--- src/rtl/trace_pkg.sv ---
// rtl/trace_pkg.sv - record layout and kind constants for the commit trace
package trace_pkg;

    localparam logic KIND_GRF = 1'b0;
    localparam logic KIND_DM  = 1'b1;
    localparam int   REC_W    = 97;

    typedef struct packed {
        logic        kind;
        logic [31:0] pc;
        logic [31:0] addr;
        logic [31:0] data;
    } trace_rec_t;

endpackage

--- src/rtl/trace_ram.sv ---
// rtl/trace_ram.sv - trace record storage, two write ports and one combinational read port
module trace_ram
    import trace_pkg::*;
#(
    parameter int DEPTH = 16,
    parameter int AW    = $clog2(DEPTH)
) (
    input  logic          clk,
    input  logic          we0,
    input  logic [AW-1:0] waddr0,
    input  trace_rec_t    wdata0,
    input  logic          we1,
    input  logic [AW-1:0] waddr1,
    input  trace_rec_t    wdata1,
    input  logic [AW-1:0] raddr,
    output trace_rec_t    rdata
);

    // Contents are never reset; the controller masks the read port while empty.
    trace_rec_t mem [DEPTH];

    always_ff @(posedge clk) begin
        if (we0) mem[waddr0] <= wdata0;
        if (we1) mem[waddr1] <= wdata1;
    end

    assign rdata = mem[raddr];

endmodule

--- src/rtl/commit_trace.sv ---
// rtl/commit_trace.sv - captures GRF write-backs and DM stores into a drained record FIFO
module commit_trace
    import trace_pkg::*;
#(
    parameter int DEPTH = 16,
    parameter int CNT_W = 16
) (
    input  logic             clk,
    input  logic             reset,
    input  logic             grf_we,
    input  logic [31:0]      grf_pc,
    input  logic [4:0]       grf_addr,
    input  logic [31:0]      grf_data,
    input  logic             dm_we,
    input  logic [31:0]      dm_pc,
    input  logic [31:0]      dm_addr,
    input  logic [31:0]      dm_data,
    output logic             out_valid,
    input  logic             out_ready,
    output logic             out_kind,
    output logic [31:0]      out_pc,
    output logic [31:0]      out_addr,
    output logic [31:0]      out_data,
    output logic             full,
    output logic [CNT_W-1:0] drop_cnt
);

    localparam int AW = $clog2(DEPTH);
    localparam int FW = AW + 2;

    logic [AW:0]      count_q, count_d;
    logic [AW-1:0]    wr_ptr_q, wr_ptr_d;
    logic [AW-1:0]    rd_ptr_q, rd_ptr_d;
    logic [CNT_W-1:0] drop_q, drop_d;

    logic          grf_cand, dm_cand, pop, accept;
    logic [1:0]    n_req, n_push;
    logic [FW-1:0] free;
    logic [AW-1:0] dm_slot;
    trace_rec_t    grf_rec, dm_rec, head_rec;

    assign out_valid = (count_q != '0);
    assign full      = (count_q == (AW+1)'(DEPTH));
    assign drop_cnt  = drop_q;

    always_comb begin
        grf_cand = grf_we && (grf_addr != 5'd0);
        dm_cand  = dm_we;
        n_req    = {1'b0, grf_cand} + {1'b0, dm_cand};
        pop      = out_valid && out_ready;
        // A same-cycle pop releases its slot to this cycle's pushes.
        free     = FW'(DEPTH) - FW'(count_q) + FW'(pop);
        accept   = (FW'(n_req) <= free);
        n_push   = accept ? n_req : 2'd0;

        // GRF always takes the lower slot so it drains first.
        dm_slot  = wr_ptr_q + AW'(grf_cand);
        grf_rec  = '{kind: KIND_GRF, pc: grf_pc, addr: {27'd0, grf_addr}, data: grf_data};
        dm_rec   = '{kind: KIND_DM, pc: dm_pc, addr: dm_addr, data: dm_data};

        count_d  = count_q + (AW+1)'(n_push) - (AW+1)'(pop);
        wr_ptr_d = wr_ptr_q + AW'(n_push);
        rd_ptr_d = rd_ptr_q + AW'(pop);

        drop_d = drop_q;
        if (!accept && (drop_q != '1)) begin
            drop_d = drop_q + CNT_W'(1);
        end
    end

    always_ff @(posedge clk) begin
        if (reset) begin
            count_q  <= '0;
            wr_ptr_q <= '0;
            rd_ptr_q <= '0;
            drop_q   <= '0;
        end else begin
            count_q  <= count_d;
            wr_ptr_q <= wr_ptr_d;
            rd_ptr_q <= rd_ptr_d;
            drop_q   <= drop_d;
        end
    end

    trace_ram #(
        .DEPTH (DEPTH),
        .AW    (AW)
    ) u_ram (
        .clk    (clk),
        .we0    (!reset && accept && grf_cand),
        .waddr0 (wr_ptr_q),
        .wdata0 (grf_rec),
        .we1    (!reset && accept && dm_cand),
        .waddr1 (dm_slot),
        .wdata1 (dm_rec),
        .raddr  (rd_ptr_q),
        .rdata  (head_rec)
    );

    assign {out_kind, out_pc, out_addr, out_data} = out_valid ? head_rec : '0;

endmodule
--- config.mk ---
export PLATFORM = sky130hd
export DESIGN_NAME = commit_trace
export DESIGN_NICKNAME = d
export VERILOG_FILES = /design/src/rtl/trace_pkg.sv /design/src/rtl/trace_ram.sv /design/src/rtl/commit_trace.sv
export SDC_FILE = /design/constraint.sdc
export NUM_CORES = 2
export LEC_CHECK = 0
export ABC_AREA = 1
export BUFFER_PORTS_ARGS = -buffer_cell sky130_fd_sc_hd__buf_4
export CORE_MARGIN = 2
export CORE_UTILIZATION = 45
export DETAILED_ROUTE_END_ITERATION = 10
export PLACE_DENSITY = 0.64
export SLEW_MARGIN = 20
export SYNTH_ARGS = -nofsm -noshare
export SYNTH_HDL_FRONTEND = slang
export SYNTH_HIERARCHICAL = 1
export SYNTH_SLANG_ARGS = --single-unit
--- constraint.sdc ---
create_clock -name clk -period 13 [get_ports clk]
set_input_delay 2.6 -clock clk [delete_from_list [all_inputs] [get_ports clk]]
set_output_delay 2.6 -clock clk [all_outputs]
set_load 0.02 [all_outputs]
==> impl_metrics.py <==
metrics = {
    "synthesis": {
        "ys_top_cells_by_count": "nand2_1, o21ai_0, edfxtp_1",
        "syn_avg_cell_area_sq_um": 8.028,
        "yosysUniqueCellTypes": 34,
        "synth_largest_area_cell": "edfxtp_1",
        "synth_top_area_share_pct": 54.60,
        "ys.flop_type": "edfxtp_1",
        "synth_edf_count": 1552,
        "synth_most_common_cell": "nand2_1",
        "async_flop_share_pct": 0,
        "seq_area_frac_synth_pct": 55.28,
        "yosysWarningCount": 6,
        "synthCells": 10630,
        "ys_ff_latch": 1581,
        "yosys-top-cells-area": "edfxtp_1, nand2_1, o21ai_0",
        "synth_area_sq_um": 85360,
    },
    "final_layout": {
        "layout.cells.non_filler": 13140,
        "nets": 10690,
        "fillCellCount": 17710,
        "area.growth.synth_to_final_pct": 10.73,
        "fin_util_pct": 50.22,
        "drive_gt1_share_pct": 6.420,
    },
    "timing": {
        "final_max_slew_viol_count": 0,
        "hold_ws_ps": 521.4,
        "fin_worst_skew_ps": 25.64,
        "fmax_mhz": 125.3,
        "fin_crit_ps": 7980,
        "period_share_pct": 61.38,
        "max_slew_margin_pct": 3.323,
        "worst_pin_slew_ps": 1450,
        "fin_setup_tns_ps": 0,
        "finalSetupViolCount": 0,
        "rsz0062_at_grt": "false",
        "final-hold-violation-count": 0,
    },
    "global_route": {
        "grt_max_degree": 211,
        "grt_pass1_vias": 66700,
        "grt-ovfl-total": 0,
        "grt_antenna_before_repair": 9,
        "gr-usage-all-layers_pct": 27.28,
        "grt_first_pass_wirelength_microns": 404600,
    },
    "worst_setup_path": {
        "critPathMaxFanout": 64,
        "required_ps": 13460,
        "worstSetupStartpointType": "primary input",
        "critPathCaptureType": "flop",
        "worstSetupPathType": "in2reg",
        "cp_data_arrival_time_ps": 8440,
    },
    "clock_tree": {
        "clk-insertion-delay-late_ps": 840,
        "clk_pin_slew_ps": 60,
        "post-cts-setup-buffers": 0,
        "cts-root-buf": "clkbuf_16",
        "hold_buffers": 0,
        "ctsResizeCount": 0,
        "clock_path_buffers": 3,
        "numCtsBuffers": 173,
        "h-tree-depth": 4,
        "clkSinkCount": 1581,
        "cts_tree": "yes",
    },
    "power": {
        "cellPowerDensity_nw_per_um2": 168.2,
        "seq_power_share_pct": 38.6,
        "clockPowerShare_pct": 30.6,
        "p_switching_mw": 5.747,
        "peakVddDrop_uv": 145.5,
        "p_total_mw": 15.90,
        "p_comb_share_pct": 30.8,
        "p_leak_nw": 43.06,
        "p_sw_share_pct": 36.14,
        "p_int_mw": 10.15,
    },
    "place": {
        "dp_cells": 12820,
        "globalplace.congestion": 0.8335,
        "dpl.hpwl_microns": 149300,
        "numPortBuffers": 284,
    },
    "route": {
        "firstDrtPassIters": 6,
        "ant_nets": 0,
        "viasPerCell": 5.418,
        "drc_errors": 0,
        "drt_iter0_drc": 8583,
        "wirelength_microns": 268900,
        "wl_per_cell_microns": 20.47,
        "vias": 71160,
    },
    "die": {
        "coreArea_sq_um": 188200,
        "rows": 159,
        "start_util_pct": 45.36,
        "die_h_microns": 439.5,
        "chipWidth_microns": 439.5,
        "pin_count": 285,
        "die-area_sq_um": 193200,
    },
    "worst_hold_path": {
        "hold_path_class": "reg2reg",
    },
    "run_status": {
        "status": "finished, final reports clean",
    },
    "job": {
        "cap_violations": 0,
    },
}
-- power by group through the flow --
stage | Sequential [mW] | Combinational, mW | Clock [mW]
global route | 6.16 | 5.37 | 5.10
global placement | 6.23 | 4.76 | 0
detailed placement | 6.25 | 4.83 | 0
CTS | 6.14 | 4.84 | 4.92
floorplan | 6.28 | 3.11 | 0
finish | 6.14 | 4.89 | 4.87
-- worst paths after layout --
| kind | endpoint | slack (ps) | cells past startpoint | start |
|---|---|---|---|---|
| min | drop_cnt[14] | 520 | 2 | drop_cnt[14] |
| max reg2reg | u_ram/mem[6][48] | 5390 | 22 | count_q[2] |
| min reg2reg | drop_cnt[14] | 520 | 2 | drop_cnt[14] |
| max | u_ram/mem[6][48] | 5020 | 20 | grf_addr[3] |
-- cell usage in the layout (no fill, tap or decap), types with 4 or more instances in the layout --
cell / instances
dfxtp_1: 25
clkinv_8: 4
inv_6: 4
nand3_1: 1181
nand2_1: 3768
clkinv_1: 45
o21ai_4: 14
xnor2_1: 8
xor2_1: 5
buf_12: 7
buf_4: 371
conb_1: 171
nand4_1: 6
clkbuf_1: 38
a21oi_2: 6
buf_6: 5
clkbuf_16: 174
clkinv_2: 31
nand2_2: 4
edfxtp_1: 1552
inv_1: 1507
ha_1: 20
inv_16: 5
dfxtp_4: 4
nor2_1: 46
bufinv_16: 13
o21ai_0: 1561
a21oi_1: 15
nand2_4: 11
nand3_4: 8
-- layout make-up --
cell class / instances / area [sq um] / area share (%)
diodes: 1 / 2.502 / 0.002647
inverters: 1515 / 5718 / 6.049
multi-input cells: 6840 / 29910 / 31.64
repair buffers: 386 / 3064 / 3.242
clock buffers: 212 / 4497 / 4.757
flip-flops and latches: 1581 / 47200 / 49.94
clock inverters: 105 / 1007 / 1.066
well taps: 2495 / 3122 / 3.303
-- logic make-up after synthesis --
group / count (synthesis) / synth area share [%]
and+or+nand+nor: 5035 / 24.01
buffers and inverters: 2381 / 10.82
AOI/OAI and AO/OA: 1599 / 9.408
DFF: 1581 / 55.28
adders and majority gates: 22 / 0.3401
xor gates and xnor gates: 13 / 0.1334
other: 2 / 0.008798
-- sequential cells by signal, indices dropped and copies added, names as in the netlist --
register	count
drop_cnt	16
rd_ptr_q	4
wr_ptr_q	4
count_q	5
u_ram/mem	1552
-- worst max-delay path, cell delays in order --
cell and delay [ps]:
buf_4 180, nor3_1 200, nand2_1 90, nand2_1 120, inv_1 80, ha_1 280, inv_1 60, ha_1 290
nand2_1 70, nand3_1 90, nor2_1 60, nand3_4 110, nand2_1 80, nor2_1 850, nand2_1 390, inv_1 310
nand2_4 480, o21ai_4 390, buf_4 940, buf_4 680
-- metal layers --
metal | vias to the layer above | routed length (microns) | track usage (%)
li1 | 33700 | - | -
met1 | 33580 | 109500 | 37.30
met2 | 3456 | 124400 | 44.43
met3 | 422 | 27370 | 4.588
met4 | 4 | 7531 | 8.274
met5 | - | 23 | 0
-- stage by stage --
stage,instance area [sq um],setup WS (ps)
2_1_floorplan,85990,1248
3_3_place_gp,88890,4310
3_5_place_dp,88940,4235
4_1_cts,94450,5098
5_1_grt,94520,4700
6_report,94520,5020
Note: power is estimated with default switching activity, not from simulation.
